File: src/rtl/systolic_result_drain.sv
// Result drain for the systolic MAC array: snapshots the N*N result matrix on a
// completion edge and streams it row-major over valid/ready with a last marker.
module systolic_result_drain #(
    parameter int N      = 4,
    parameter int ELEM_W = 32,
    parameter int CNT_W  = 16
) (
    input  logic                       clk,
    input  logic                       reset,
    input  logic [N*N*ELEM_W-1:0]      y_in,
    input  logic                       res_valid,
    output logic [ELEM_W-1:0]          out_data,
    output logic [$clog2(N)-1:0]       out_row,
    output logic [$clog2(N)-1:0]       out_col,
    output logic                       out_valid,
    input  logic                       out_ready,
    output logic                       out_last,
    output logic                       busy,
    output logic                       frame_done,
    output logic                       overrun,
    input  logic                       clr_overrun,
    output logic [CNT_W-1:0]           frame_cnt
);

    localparam int NN    = N * N;
    localparam int IDX_W = $clog2(NN);
    localparam int RC_W  = $clog2(N);

    typedef enum logic [0:0] {IDLE = 1'b0, DRAIN = 1'b1} state_t;

    state_t            r_state;
    logic [IDX_W-1:0]  r_idx;
    logic              r_res_valid_q;
    logic [ELEM_W-1:0] r_buf [NN];

    logic              w_evt;
    logic              w_xfer;
    logic              w_last_xfer;
    logic              w_drop;
    logic [IDX_W-1:0]  w_idx_inc;

    // Edge detect on the completion level and transfer qualification.
    always_comb begin
        w_evt       = res_valid & ~r_res_valid_q;
        w_xfer      = (r_state == DRAIN) & out_ready;
        w_last_xfer = w_xfer & (r_idx == IDX_W'(NN - 1));
        w_drop      = w_evt & (r_state == DRAIN) & ~w_last_xfer;
        w_idx_inc   = r_idx + IDX_W'(1);
    end

    // Drain FSM; every output is registered so the beat for the next index is
    // prepared one cycle ahead, including element 0 straight from y_in on capture.
    always_ff @(posedge clk) begin
        if (reset) begin
            r_state       <= IDLE;
            r_idx         <= '0;
            r_res_valid_q <= 1'b0;
            out_data      <= '0;
            out_row       <= '0;
            out_col       <= '0;
            out_valid     <= 1'b0;
            out_last      <= 1'b0;
            busy          <= 1'b0;
            frame_done    <= 1'b0;
            overrun       <= 1'b0;
            frame_cnt     <= '0;
            for (int k = 0; k < NN; k++) begin
                r_buf[k] <= '0;
            end
        end else begin
            r_res_valid_q <= res_valid;
            frame_done    <= 1'b0;

            // A drop beats a simultaneous clear so no event loss goes unreported.
            if (w_drop) begin
                overrun <= 1'b1;
            end else if (clr_overrun) begin
                overrun <= 1'b0;
            end

            case (r_state)
                IDLE: begin
                    if (w_evt) begin
                        for (int k = 0; k < NN; k++) begin
                            r_buf[k] <= y_in[(NN-1-k)*ELEM_W +: ELEM_W];
                        end
                        r_state   <= DRAIN;
                        r_idx     <= '0;
                        out_data  <= y_in[NN*ELEM_W-1 -: ELEM_W];
                        out_row   <= '0;
                        out_col   <= '0;
                        out_last  <= 1'b0;
                        out_valid <= 1'b1;
                        busy      <= 1'b1;
                    end else begin
                        out_valid <= 1'b0;
                        busy      <= 1'b0;
                    end
                end
                DRAIN: begin
                    if (w_last_xfer) begin
                        frame_done <= 1'b1;
                        frame_cnt  <= frame_cnt + CNT_W'(1);
                        r_idx      <= '0;
                        out_row    <= '0;
                        out_col    <= '0;
                        out_last   <= 1'b0;
                        if (w_evt) begin
                            for (int k = 0; k < NN; k++) begin
                                r_buf[k] <= y_in[(NN-1-k)*ELEM_W +: ELEM_W];
                            end
                            out_data <= y_in[NN*ELEM_W-1 -: ELEM_W];
                        end else begin
                            r_state   <= IDLE;
                            out_data  <= '0;
                            out_valid <= 1'b0;
                            busy      <= 1'b0;
                        end
                    end else if (w_xfer) begin
                        r_idx    <= w_idx_inc;
                        out_data <= r_buf[w_idx_inc];
                        out_row  <= RC_W'(w_idx_inc / IDX_W'(N));
                        out_col  <= RC_W'(w_idx_inc % IDX_W'(N));
                        out_last <= (w_idx_inc == IDX_W'(NN - 1));
                    end
                end
                default: begin
                    r_state   <= IDLE;
                    r_idx     <= '0;
                    out_valid <= 1'b0;
                    busy      <= 1'b0;
                end
            endcase
        end
    end

endmodule
File: config.mk
export PLATFORM = sky130hd
export DESIGN_NAME = systolic_result_drain
export DESIGN_NICKNAME = d
export VERILOG_FILES = /design/src/rtl/systolic_result_drain.sv
export SDC_FILE = /design/constraint.sdc
export NUM_CORES = 1
export LEC_CHECK = 0
export CORE_ASPECT_RATIO = 1.75
export CORE_MARGIN = 2
export CORE_UTILIZATION = 52
export CTS_BUF_LIST = sky130_fd_sc_hd__clkbuf_2 sky130_fd_sc_hd__clkbuf_4 sky130_fd_sc_hd__clkbuf_8
export DETAILED_ROUTE_END_ITERATION = 10
export PLACE_DENSITY = 0.79
export SETUP_SLACK_MARGIN = 0.02
export SLEW_MARGIN = 25
export SYNTH_ARGS = -nofsm -noshare
export SYNTH_HDL_FRONTEND = slang
export SYNTH_SLANG_ARGS = --single-unit
File: constraint.sdc
create_clock -name clk -period 39.8 [get_ports clk]
set_input_delay 9.95 -clock clk [delete_from_list [all_inputs] [get_ports clk]]
set_output_delay 9.95 -clock clk [all_outputs]
set_load 0.01 [all_outputs]
After elaboration in Yosys (flattened, before gate mapping)
Memory sizes are Yosys's and may differ from the RTL's. Cells that the tools add are included. Widths: inputs -> output; s select.

Bitwise logic cells: 40. Multiplexer cells: 70. Equality and inequality tests: 6. Reduce and logical (&&, ||, !) cells: 5. $add $sub $neg: 2.

Operators by type and width (number): $mux 32 (36); $pmux 32 s2 (1); $or 1x1->1 (32); $mux 1 (19); $add 16x1->16 const B (1); $mux 4 (3); $mux 2 (5); $eq 4x4->1 const B (2); $pmux 2 s2 (2); $pmux 4 s2 (1); $pmux 1 s2 (3); $reduce_and 2->1 (3); $and 1x1->1 (5); $add 4x1->4 const B (1); $ne 2x2->1 const B (2); $ne 3x1->1 const B (1); $not 1->1 (3); $ne 2x1->1 const B (1); $reduce_bool 2->1 (1); $reduce_or 2->1 (1).

Input port bits: 517. Memory bits (writable): 512. Register bits after elaboration: 62. Memories: 1.

Memory list: r_buf (depth 16, width 32, rd ports 1, clocked after Yosys merged registers in 0, write ports 16, RTL line 34) `logic [ELEM_W-1:0] r_buf [NN];`.

Longest topological paths before layout
Word-level depth: 8. Depth in mapped cells: 13.

Least setup slack after synthesis
OpenSTA, ideal clock, no wires.

Path kind: input-to-reg. Start point: input port res_valid. End point: memory r_buf[1][0] (enable). Path slack: 12564 ps. Arrival time: 26119 ps. Stages on the path: 4. Library setup time: 1118 ps. Buffers on the path: 2. Required time: 38682 ps. Path through: nand2b_1 clkbuf_1 clkbuf_1 o21ai_0.

RTL lines: from (decl) (RTL line 11) `input logic res_valid,`; to (decl) (RTL line 34).

==> results.tsv <==
metric	value	unit
cts_max_level	3	
dp.cells	3006	
grt_max_degree	321	
final_common_cell	clkdlybuf4s50_1	
period_minus_slack	13.40	ns
rows	107	
r2r_start	out_col[0]	
fin_cells	3176	
routed_wl	80500	um
r2r_slack	35.12	ns
syn_area_per_cell	13.3	sq um
numPortBuffers	573	
cts_tree	yes	
synth_ff_type	edfxtp_1	
pwr-share-clk	0.336	
intPower	1020	uW
via_per_inst	5.84	
path_delay_family	buffers and inverters	
switching_share	0.240	
power.static_leakage	0.0130	uW
synth_area	25700	sq um
p_seq_frac	0.534	
ys_ff_latch	570	
firstDrtPassIters	6	
synth_area_leaders	edfxtp_1 60%, and3_1 7.9%, mux4_2 7.2%	
synth_edf_count	512	
yosysTopAreaCellShare	0.598	
synth_cell_types	38	
combPwrFrac	0.130	
cp_common_cell	buf_4	
max_stage_delay	0.91	ns
die_area	51300	sq um
status	finished clean	
skew	0.0237	ns
period_share	0.337	
peakVddDrop	0.0280	mV
cts.sinks	570	
drv_slew	0	
ant_nets	0	
track_usage	0.310	
arrival	13.71	ns
crit_buf_inv	4	
start_kind	input pin	
endpoint_kind	flop	
overflow	0	
pwr_density_cell	40.1	nW/um^2
place_congestion	0.870	
synthArstFlopShare	0	
drive_gt1_frac	0.0981	
antenna_found_initial	31	
start_util	0.527	
mostFrequentLayoutCells	572 x clkdlybuf4s50_1, 512 x edfxtp_1, 324 x and3_1, 200 x nand2_1, 194 x nor2b_1	
crit_start	out_ready	
grt_setup_unrepaired	false	
die_h	298	um
setup-violations-final	0	
ctsHoldBuffers	0	
io_pins	574	
syn_nets	2453	
placed_cell_area	31800	sq um
crit_cells	7	
hold_viol_final	0	
ys_seq_area_frac	0.644	
maxClockFrequency	74.6	MHz
numCtsBuffers	81	
path_cells	clkdlybuf4s50_1 -> nand4_1 -> and2_1 -> o21ai_4 -> buf_4 -> buf_4 -> buf_12	
core-area	48700	sq um
grt_pass1_wl	116000	um
vias	18500	
crit_end	r_buf[15][9]	
maxCapViolations	0	
finalSetupTns	0	ns
critPathMaxFanout	79	
worst_slew_pin_slew	1.03	ns
hpwl	54500	um
worst_path_max_delay_cell	buf_4	
drc_errors	0	
post_drt_wl_per_cell	25.3	um
synthCells	1933	
cts_setup_buffers	0	
yosysWarnings	0	
worstRegToRegCells	8	
cts_buffer_depth	3	
yosysTopAreaCell	edfxtp_1	
fin_hold_ws	0.516	ns
worstPathRequired	40.11	ns
clock_latency	0.65	ns
drt_iter0_markers	2119	
r2r-end	out_data[15]	
design_area	33500	sq um
p_sw	323	uW
synthToLayoutAreaGrowth	30.5	%
min_path_type	flop to flop	
clk_transition_reported_paths	0.07	ns
die_w	172	um
path_class	input pin to flop	
cts_resized	0	
grt_pass1_vias	19000	
slew_headroom	0.316	
clock-root-buffer	clkbuf_8	
nets	2959	
## logic make-up after synthesis
| logic type | after synthesis | synth area share |
|---|---|---|
| AO/OA/AOI/OAI | 151 | 0.0401 |
| XOR/XNOR | 19 | 0.00721 |
| adder cells (fa/ha/maj) | 3 | 0.00146 |
| buffers and inverters | 177 | 0.0289 |
| flip-flops | 570 | 0.644 |
| multiplexers | 136 | 0.0929 |
| AND/OR/NAND/NOR | 877 | 0.186 |
## layer usage
layer  part of all wire  routed length, um  GRT usage  vias up
met5             0.0012                 93          0        -
met2               0.53              42300      0.538      956
met4              0.061               4930      0.199       14
met1               0.33              26600      0.343     9078
li1                   -                  -          -     8275
met3              0.081               6500     0.0631      225
## synth_stat cells, drive strengths merged, types with 3 or more instances
master  instances
and3          324
clkbuf        125
o221ai          9
a221oi         23
nand3          54
xor2            7
nand4          28
xnor2          12
o21bai         23
nor3            6
a22oi          31
and2            4
inv             5
nor4            4
buf            47
mux4           82
o21ai          28
dfxtp          58
mux2i          54
a21oi          31
edfxtp        512
nor2           57
nand2         200
nor2b         196
ha              3
## power groups by stage
stage	clock [uW]	combinational [uW]	sequential [uW]
floorplan	0	77.7	743
global placement	0	169	727
detailed placement	0	172	730
CTS	456	173	718
global route	481	185	721
finish	452	174	718
## metrics by stage
| stage | total power [uW] | util | setup slack [ns] |
|---|---|---|---|
| floorplan | 821 | - | 12.56 |
| global placement | 896 | 0.653 | 25.58 |
| detailed placement | 902 | 0.653 | 25.38 |
| CTS | 1350 | 0.685 | 26.10 |
| global route | 1390 | 0.688 | 26.12 |
| finish | 1340 | 0.688 | 26.40 |
## registers in the layout (all words and copies together), names as in the netlist
name	count
r_buf	512
out_data	32
frame_cnt	16
out_row	2
busy	1
frame_done	1
out_col	1
out_last	1
overrun	1
r_idx	1
r_res_valid_q	1
r_state	1
## worst reg2reg max path, stage by stage, from the launching register on
cell and delay, ns:
dfxtp_4 0.36, buf_6 0.54, inv_1 0.32, ha_4 0.71
buf_4 0.89, nor2b_4 0.98, a22oi_1 0.35, nand4_1 0.32
a21oi_1 0.10
## cell type report
class / count / area (sq um)
diodes: 24 / 60.1
flip-flops and latches: 570 / 16500
clock inverters: 40 / 235
inverters: 5 / 26.3
multi-input cells: 1186 / 8540
repair buffers: 595 / 6010
well taps: 654 / 818
clock buffers: 102 / 1310
fillers: 3474 / 15200
## how the worst min path moves through the flow
| stage | startpoint | end | slack [ns] | cells after the start |
|---|---|---|---|---|
| final | overrun | overrun | 0.52 | 2 |
| after global placement | out_last | out_last | 0.47 | 2 |
| after global routing | overrun | overrun | 0.56 | 2 |
| after floorplan | out_last | out_last | 0.52 | 2 |
| after CTS | overrun | overrun | 0.51 | 2 |
| after detailed placement | overrun | overrun | 0.49 | 2 |
Note: power is estimated with default switching activity, not from simulation.
